### src/rtl/seg_note_decoder.sv
// Recovers {TOM, NOTAS} from a 7-segment bus once a pattern has been stable for
// STABLE_CYCLES samples; flags unknown patterns and counts accepted notes.
module seg_note_decoder #(
  parameter int STABLE_CYCLES = 4,
  parameter int CNT_W         = 8
) (
  input  logic             Clock,
  input  logic             Reset_n,
  input  logic [6:0]       Segmentos,
  output logic             TOM,
  output logic [2:0]       NOTAS,
  output logic             Valido,
  output logic             Novo,
  output logic             Erro,
  output logic [CNT_W-1:0] Contador
);

  typedef enum logic [1:0] {APAGADO, ESPERA, TRAVADO, INVALIDO} state_t;

  localparam logic [7:0] STABLE = 8'(STABLE_CYCLES);

  state_t           state_q, state_d;
  logic [6:0]       seg_q;
  logic [7:0]       run_q, run_d;
  logic             tom_q, tom_d;
  logic [2:0]       notas_q, notas_d;
  logic             novo_q, novo_d;
  logic [CNT_W-1:0] cnt_q, cnt_d;
  logic [4:0]       dec;
  logic             changed;

  // Returns {hit, TOM, NOTAS}; hit=0 for anything outside the table (00 included).
  function automatic logic [4:0] decode(input logic [6:0] seg);
    case (seg)
      7'h4E:   decode = 5'b1_0_000;
      7'h3D:   decode = 5'b1_0_001;
      7'h4F:   decode = 5'b1_0_010;
      7'h47:   decode = 5'b1_0_011;
      7'h5E:   decode = 5'b1_0_100;
      7'h77:   decode = 5'b1_0_101;
      7'h1F:   decode = 5'b1_0_110;
      7'h01:   decode = 5'b1_0_111;
      7'h7E:   decode = 5'b1_1_000;
      7'h30:   decode = 5'b1_1_001;
      7'h6D:   decode = 5'b1_1_010;
      7'h79:   decode = 5'b1_1_011;
      7'h33:   decode = 5'b1_1_100;
      7'h5B:   decode = 5'b1_1_101;
      7'h5F:   decode = 5'b1_1_110;
      7'h70:   decode = 5'b1_1_111;
      default: decode = 5'b0_0_000;
    endcase
  endfunction

  always_comb begin
    dec     = decode(Segmentos);
    changed = (Segmentos != seg_q);
    run_d   = changed ? 8'd1 : ((run_q >= STABLE) ? STABLE : run_q + 8'd1);
    state_d = state_q;
    tom_d   = tom_q;
    notas_d = notas_q;
    novo_d  = 1'b0;
    cnt_d   = cnt_q;
    if (Segmentos == 7'h00) begin
      state_d = APAGADO;
    end else if (!changed && (state_q == TRAVADO || state_q == INVALIDO)) begin
      state_d = state_q;
    end else if (run_d >= STABLE) begin
      // Acceptance edge: latch the note and pulse Novo exactly once per lock.
      if (dec[4]) begin
        state_d = TRAVADO;
        tom_d   = dec[3];
        notas_d = dec[2:0];
        novo_d  = 1'b1;
        cnt_d   = cnt_q + CNT_W'(1);
      end else begin
        state_d = INVALIDO;
      end
    end else begin
      state_d = ESPERA;
    end
  end

  always_ff @(posedge Clock) begin
    if (!Reset_n) begin
      state_q <= APAGADO;
      seg_q   <= 7'h00;
      run_q   <= 8'd0;
      tom_q   <= 1'b0;
      notas_q <= 3'd0;
      novo_q  <= 1'b0;
      cnt_q   <= '0;
    end else begin
      state_q <= state_d;
      seg_q   <= Segmentos;
      run_q   <= run_d;
      tom_q   <= tom_d;
      notas_q <= notas_d;
      novo_q  <= novo_d;
      cnt_q   <= cnt_d;
    end
  end

  assign TOM      = tom_q;
  assign NOTAS    = notas_q;
  assign Valido   = (state_q == TRAVADO);
  assign Erro     = (state_q == INVALIDO);
  assign Novo     = novo_q;
  assign Contador = cnt_q;

endmodule

### config.mk
export PLATFORM = sky130hd
export DESIGN_NAME = seg_note_decoder
export DESIGN_NICKNAME = d
export VERILOG_FILES = /design/src/rtl/seg_note_decoder.sv
export SDC_FILE = /design/constraint.sdc
export NUM_CORES = 1
export LEC_CHECK = 0
export CORE_UTILIZATION = 47
export CTS_BUF_LIST = sky130_fd_sc_hd__clkbuf_8 sky130_fd_sc_hd__clkbuf_16
export DETAILED_ROUTE_END_ITERATION = 8
export GPL_TIMING_DRIVEN = 0
export HOLD_SLACK_MARGIN = 0.05
export PLACE_DENSITY_LB_ADDON = 0.05
export RECOVER_POWER = 50
export SLEW_MARGIN = 20
export SYNTH_ARGS = -nofsm -noshare
export SYNTH_HDL_FRONTEND = slang
export SYNTH_SLANG_ARGS = --single-unit
### constraint.sdc
create_clock -name Clock -period 4.4 [get_ports Clock]
set_clock_uncertainty 0.1 [all_clocks]
set_input_delay 0.44 -clock Clock [delete_from_list [all_inputs] [get_ports Clock]]
set_output_delay 0.44 -clock Clock [all_outputs]
set_load 0.02 [all_outputs]
* Word-level counts from Yosys, hierarchy flattened *
Index checks and enable logic that the tools add are counted.

cells by class
  add/sub/neg operators = 2
  multipliers = 0
  divide/modulo/power cells = 0
  $lt $le $gt $ge = 2
  equal/unequal tests = 19
  shift-type cells = 0
  mux-type cells = 6
  bitwise operators = 4
  reductions and logical operators = 7

operators with widths
  cell                                                                    number
  5-bit case mux with 16 select lines                                     1
  7-bit == test (second input constant)                                   11
  7-bit by 6-bit == test with 1-bit output (second input constant)        3
  8-bit by 1-bit adder with 8-bit output (second input constant)          2
  8-bit by 3-bit >= comparator with 1-bit output (second input constant)  2
  8-bit two-way mux                                                       2
  7-bit by 1-bit == test with 1-bit output (second input constant)        1
  7-bit by 5-bit == test with 1-bit output (second input constant)        1
  7-bit logical NOT                                                       1
  7-bit inequality test                                                   1
  2-bit == test (second input constant)                                   2
  1-bit NOT                                                               4
  4-bit AND reduction                                                     1
  4-bit OR reduction                                                      1
  1-bit two-way mux                                                       2
  2-bit two-way mux                                                       1
  2-bit OR reduction                                                      1
  1-bit logical AND                                                       1
  1-bit logical NOT                                                       1
  1-bit logical OR                                                        1

word-level totals
  flip-flop bits (word level) = 30
  bits in latches = 0
  bits in writable memories = 0
  bits in read-only memories = 0
  input port bits = 9
  output and inout port bits = 15
  word-level logic and storage cells = 47
  memories kept = 0

* Longest topological paths before layout *
Gate-level depths: netlist of run 1.

  depth after elaboration = 6
  mapped depth = 7
  gate-level depth less buffers = 6

* Worst setup path before layout of run 1 *
Ideal clock, no wire load.

  path kind = input-to-reg
  start point = in Segmentos[1]
  end point = reg cnt_q[0], in the netlist Contador[0]
  setup time = 0.072 ns
  data arrival time = 1.810 ns
  required time = 4.228 ns
  setup slack = 2.418 ns
  cell stages on the path = 6
  path buffers = 1
  cell sequence = nand3b_1 or3_1 o311a_1 buf_6 a311oi_2 mux2i_1

on the way
  longest elaborated chain between the ends = 5
  elaborated cells on any way between the ends = 26
  classes of those cells = 1 x order compare; 17 x eq/ne; 2 x mux; 2 x bitwise; 4 x reduce/logical

ends and longest elaborated chain
  element                                                                                                 line  RTL
  from (decl)                                                                                             9     input logic [6:0] Segmentos,
  parallel branches: the longest is 4 deep, another holds 8-bit by 3-bit >= comparator with 1-bit output  --
  4-bit AND reduction (no source line) (*)                                                                --
  to (signal assigned)                                                                                    100   cnt_q <= cnt_d;
  to (decl)                                                                                               28    logic [CNT_W-1:0] cnt_q, cnt_d;

Mark *: on every way between the ends.
A chain may end at the register's enable or synchronous reset.

* Worst setup path in the final report of run 1 *
  start point = in Segmentos[3]
  end point = reg cnt_q[0], in the netlist Contador[0]

Same word-level chain as after synthesis.

==> flow_metrics.env, run 1 <==
export IMPL_postLayoutSetupSlackWorst_ns=1.91
export IMPL_reg2regPathDepth=5
export IMPL_clk_latency_ns=0.28
export IMPL_cts_tree="built"
export IMPL_cts_made_buffers=5
export IMPL_seq_area_frac_synth_pct=35.7
export IMPL_setup_tns_ns=0
export IMPL_hold_buffers=0
export IMPL_crit_chain="clkdlybuf4s50_1, buf_2, xor2_1, nor4_4, nand3_2, a311oi_2, mux2i_1"
export IMPL_ys_seq_elements=30
export IMPL_status="finished, final reports clean"
export IMPL_cpPeakStageDelay_ns=0.56
export IMPL_final_max_slew_viol_count=0
export IMPL_hp_class="register to register"
export IMPL_min_path_cells=2
export IMPL_grt_antenna_before_repair=0
export IMPL_fmax_mhz=402
export IMPL_worstPathMaxFanout=10
export IMPL_postCtsSetupBuffers=0
export IMPL_min_period_over_period_pct=56.5
export IMPL_ctsHtreeMaxLevel=2
export IMPL_vias=1480
export IMPL_syn_area_per_cell_um2=8.90
export IMPL_overflow=0
export IMPL_area_growth_pct=23.1
export IMPL_power_leakage_nw=0.798
export IMPL_drive_gt1_share_pct=11.7
export IMPL_dr_pass1_iters=4
export IMPL_syn_inst=189
export IMPL_synth_edf_count=0
export IMPL_grt_max_degree=11
export IMPL_synth_distinct_cells=48
export IMPL_rows=21
export IMPL_nNetsFinal=234
export IMPL_ir_drop_v=0.000208
export IMPL_crit_slowest_cell="clkdlybuf4s50_1"
export IMPL_cts_max_path_buffers=2
export IMPL_synth_area_um2=1680
export IMPL_clk_pin_slew_ns=0.06
export IMPL_routed_wl_mm=3.52
export IMPL_tightest_slew_ns=0.731
export IMPL_finalSetupViolations=0
export IMPL_place_ws_ns=1.64
export IMPL_io_buffers=22
export IMPL_insertedDiodeCount=0
export IMPL_ant_nets=0
export IMPL_drt_iter0_drc=90
export IMPL_yosysWarnings=0
export IMPL_async_flop_share_pct=0
export IMPL_grt_usage_pct=20.6
export IMPL_fin_crit_ns=2.49
export IMPL_p_per_area_nw_per_um2=279
export IMPL_required_ns=4.51
export IMPL_rsz0062_at_grt="false"
export IMPL_synth_ff_type="dfxtp_1"
export IMPL_grt_pass1_vias=1266
export IMPL_grt_pass1_wl_mm=5.73
export IMPL_crit_type="primary input to register"
export IMPL_fillers=300
export IMPL_clock_sinks=30
export IMPL_maxSlewHeadroom_pct=50.8
export IMPL_wl_per_cell_um=13.1
export IMPL_start_util_pct=49.6
export IMPL_cp_arrival_ns=2.60
export IMPL_post_dp_hpwl_mm=2.64
export IMPL_seq_area_um2=601
export IMPL_viasPerCell=5.50
export IMPL_multi_input_area_um2=1000
export IMPL_die_h_um=61.8
export IMPL_dieArea_um2=3820
export IMPL_max_cap_violations=0
export IMPL_final_hold_viol_count=0
export IMPL_root_buffer="clkbuf_8"
export IMPL_die_x_um=61.8
export IMPL_end_kind="register"
export IMPL_drc_errors=0
export IMPL_cp_start_kind="primary input"
export IMPL_cts_resized=0
export IMPL_core_area_um2=3390
export IMPL_io_pins=24
export IMPL_gp_congestion=0.873
==> state kept, by name, summed over array words and instances, names as in the netlist <==
register / cells
Contador: 8
run_q: 8
seg_q: 7
NOTAS: 3
state_q: 2
Novo: 1
TOM: 1
==> cells in the final DEF (no fill, tap or decap), types with 5 or more instances in the layout <==
cell / count
and2_0: 5
nand3_1: 8
clkdlybuf4s50_1: 8
a311oi_1: 6
conb_1: 5
nand2b_1: 10
clkbuf_8: 6
nand2_1: 24
nor2_1: 5
nand4_1: 7
mux2i_1: 13
xor2_1: 9
buf_2: 7
dlygate4sd3_1: 14
dfxtp_1: 30
==> cell usage after synthesis, types with 2 or more instances <==
library cell	n	share of area (%)
a21oi_1	3	0.89
mux2i_1	13	7.7
nor3_2	2	1.2
nand2_1	24	5.4
nor3_1	3	0.89
nand4_1	7	2.6
inv_1	4	0.89
xor2_1	9	4.7
nor2b_1	4	1.5
nand3b_1	2	0.89
nor4_1	2	0.74
ha_1	3	2.2
buf_2	7	2.1
nor2_1	5	1.1
clkbuf_1	3	0.67
and2_1	9	3.3
dfxtp_1	30	36
nand2b_1	10	3.7
a311oi_1	6	3.1
nand3_1	8	2.4
a31oi_1	3	1.1
and4b_1	2	1.2
and3_1	4	1.5
buf_6	2	1.3
==> critical path, delay by kind of cell <==
kind,cells,cell delay (ns)
AND/OR/NAND/NOR,2,0.51
buffers and inverters,2,0.82
multiplexers,1,0.24
AO/OA/AOI/OAI,1,0.46
XOR/XNOR,1,0.13
==> path summary, 6_finish.rpt <==
kind | startpoint | slack, ns | endpoint
min | NOTAS[1]$_SDFFE_PN0P_ | 0.35 | NOTAS[1]$_SDFFE_PN0P_
min reg2reg | NOTAS[1]$_SDFFE_PN0P_ | 0.35 | NOTAS[1]$_SDFFE_PN0P_
max | Segmentos[3] | 1.91 | Contador[0]$_SDFFE_PN0P_
max reg2reg | run_q[2]$_SDFF_PN0_ | 2.34 | NOTAS[0]$_SDFFE_PN0P_
==> per-stage QoR <==
stage | area [um2] | std cells | utilization [%] | power (mW) | hold slack (ns)
floorplan | 1700 | 193 | - | 0.333 | 0.406
global route | 2070 | 269 | 61.1 | 0.602 | 0.382
global placement | 1970 | 261 | 58.3 | 0.350 | 0.348
finish | 2070 | 269 | 61.1 | 0.577 | 0.354
detailed placement | 1970 | 261 | 58.3 | 0.352 | 0.351
CTS | 2070 | 269 | 61.1 | 0.582 | 0.360
==> report_power, final <==
group / total [mW] / switching, mW / internal, mW
clock: 0.231 / 0.106 / 0.125
sequential: 0.281 / 0.00248 / 0.279
combinational: 0.0648 / 0.0388 / 0.0260
total: 0.577 / 0.147 / 0.430
==> layout make-up <==
class                           instances  share of cell area [%]
Multi-Input combinational cell        146                    48.5
Buffer                                 13                    3.69
Timing Repair Buffer                   22                    10.6
Clock buffer                            6                    3.99
Sequential cell                        30                    29.0
Tap cell                               46                    2.78
Clock inverter                          2                   0.605
Inverter                                4                   0.726
==> layer usage <==
metal  wire [um]  part of all wire [%]  vias to the layer above  global-route usage [%]
met5           0                     0                        -                       0
met3         136                   3.9                        5                    5.59
met4          51                   1.4                        0                    6.67
met1        1670                    47                      691                    25.0
met2        1670                    47                       36                    35.3
li1            -                     -                      748                       -
==> kinds of logic (layout without fill, tap and decap cells) <==
| kind of cell | after synthesis | in the layout | synth area share (%) |
|---|---|---|---|
| AO/OA/AOI/OAI | 28 | 28 | 13.4 |
| XOR/XNOR | 9 | 9 | 4.69 |
| adder cells (fa/ha/maj) | 3 | 3 | 2.23 |
| buffers and inverters | 17 | 47 | 5.43 |
| flip-flops | 30 | 30 | 35.7 |
| multiplexers | 13 | 13 | 7.74 |
| other | 1 | 5 | 0.223 |
| AND/OR/NAND/NOR | 88 | 88 | 30.6 |
Power figures use the tool's default switching activity.
==> run 2, diff against run 1 <==
clock period = 2.5 ns   (was 4.4 ns; I/O delays follow)
==> results of run 2 <==
The final DEF is identical to that of run 1. Status: finished, final reports clean.
Among the figures that moved: setup slack after placement 1.64 ns -> -0.0689 ns; setup slack after layout 1.91 ns -> 0.202 ns; register-to-register setup slack 2.34 ns -> 0.44 ns; total power 0.577 mW -> 1.02 mW; worst IR drop on VDD 0.000208 V -> 0.000366 V
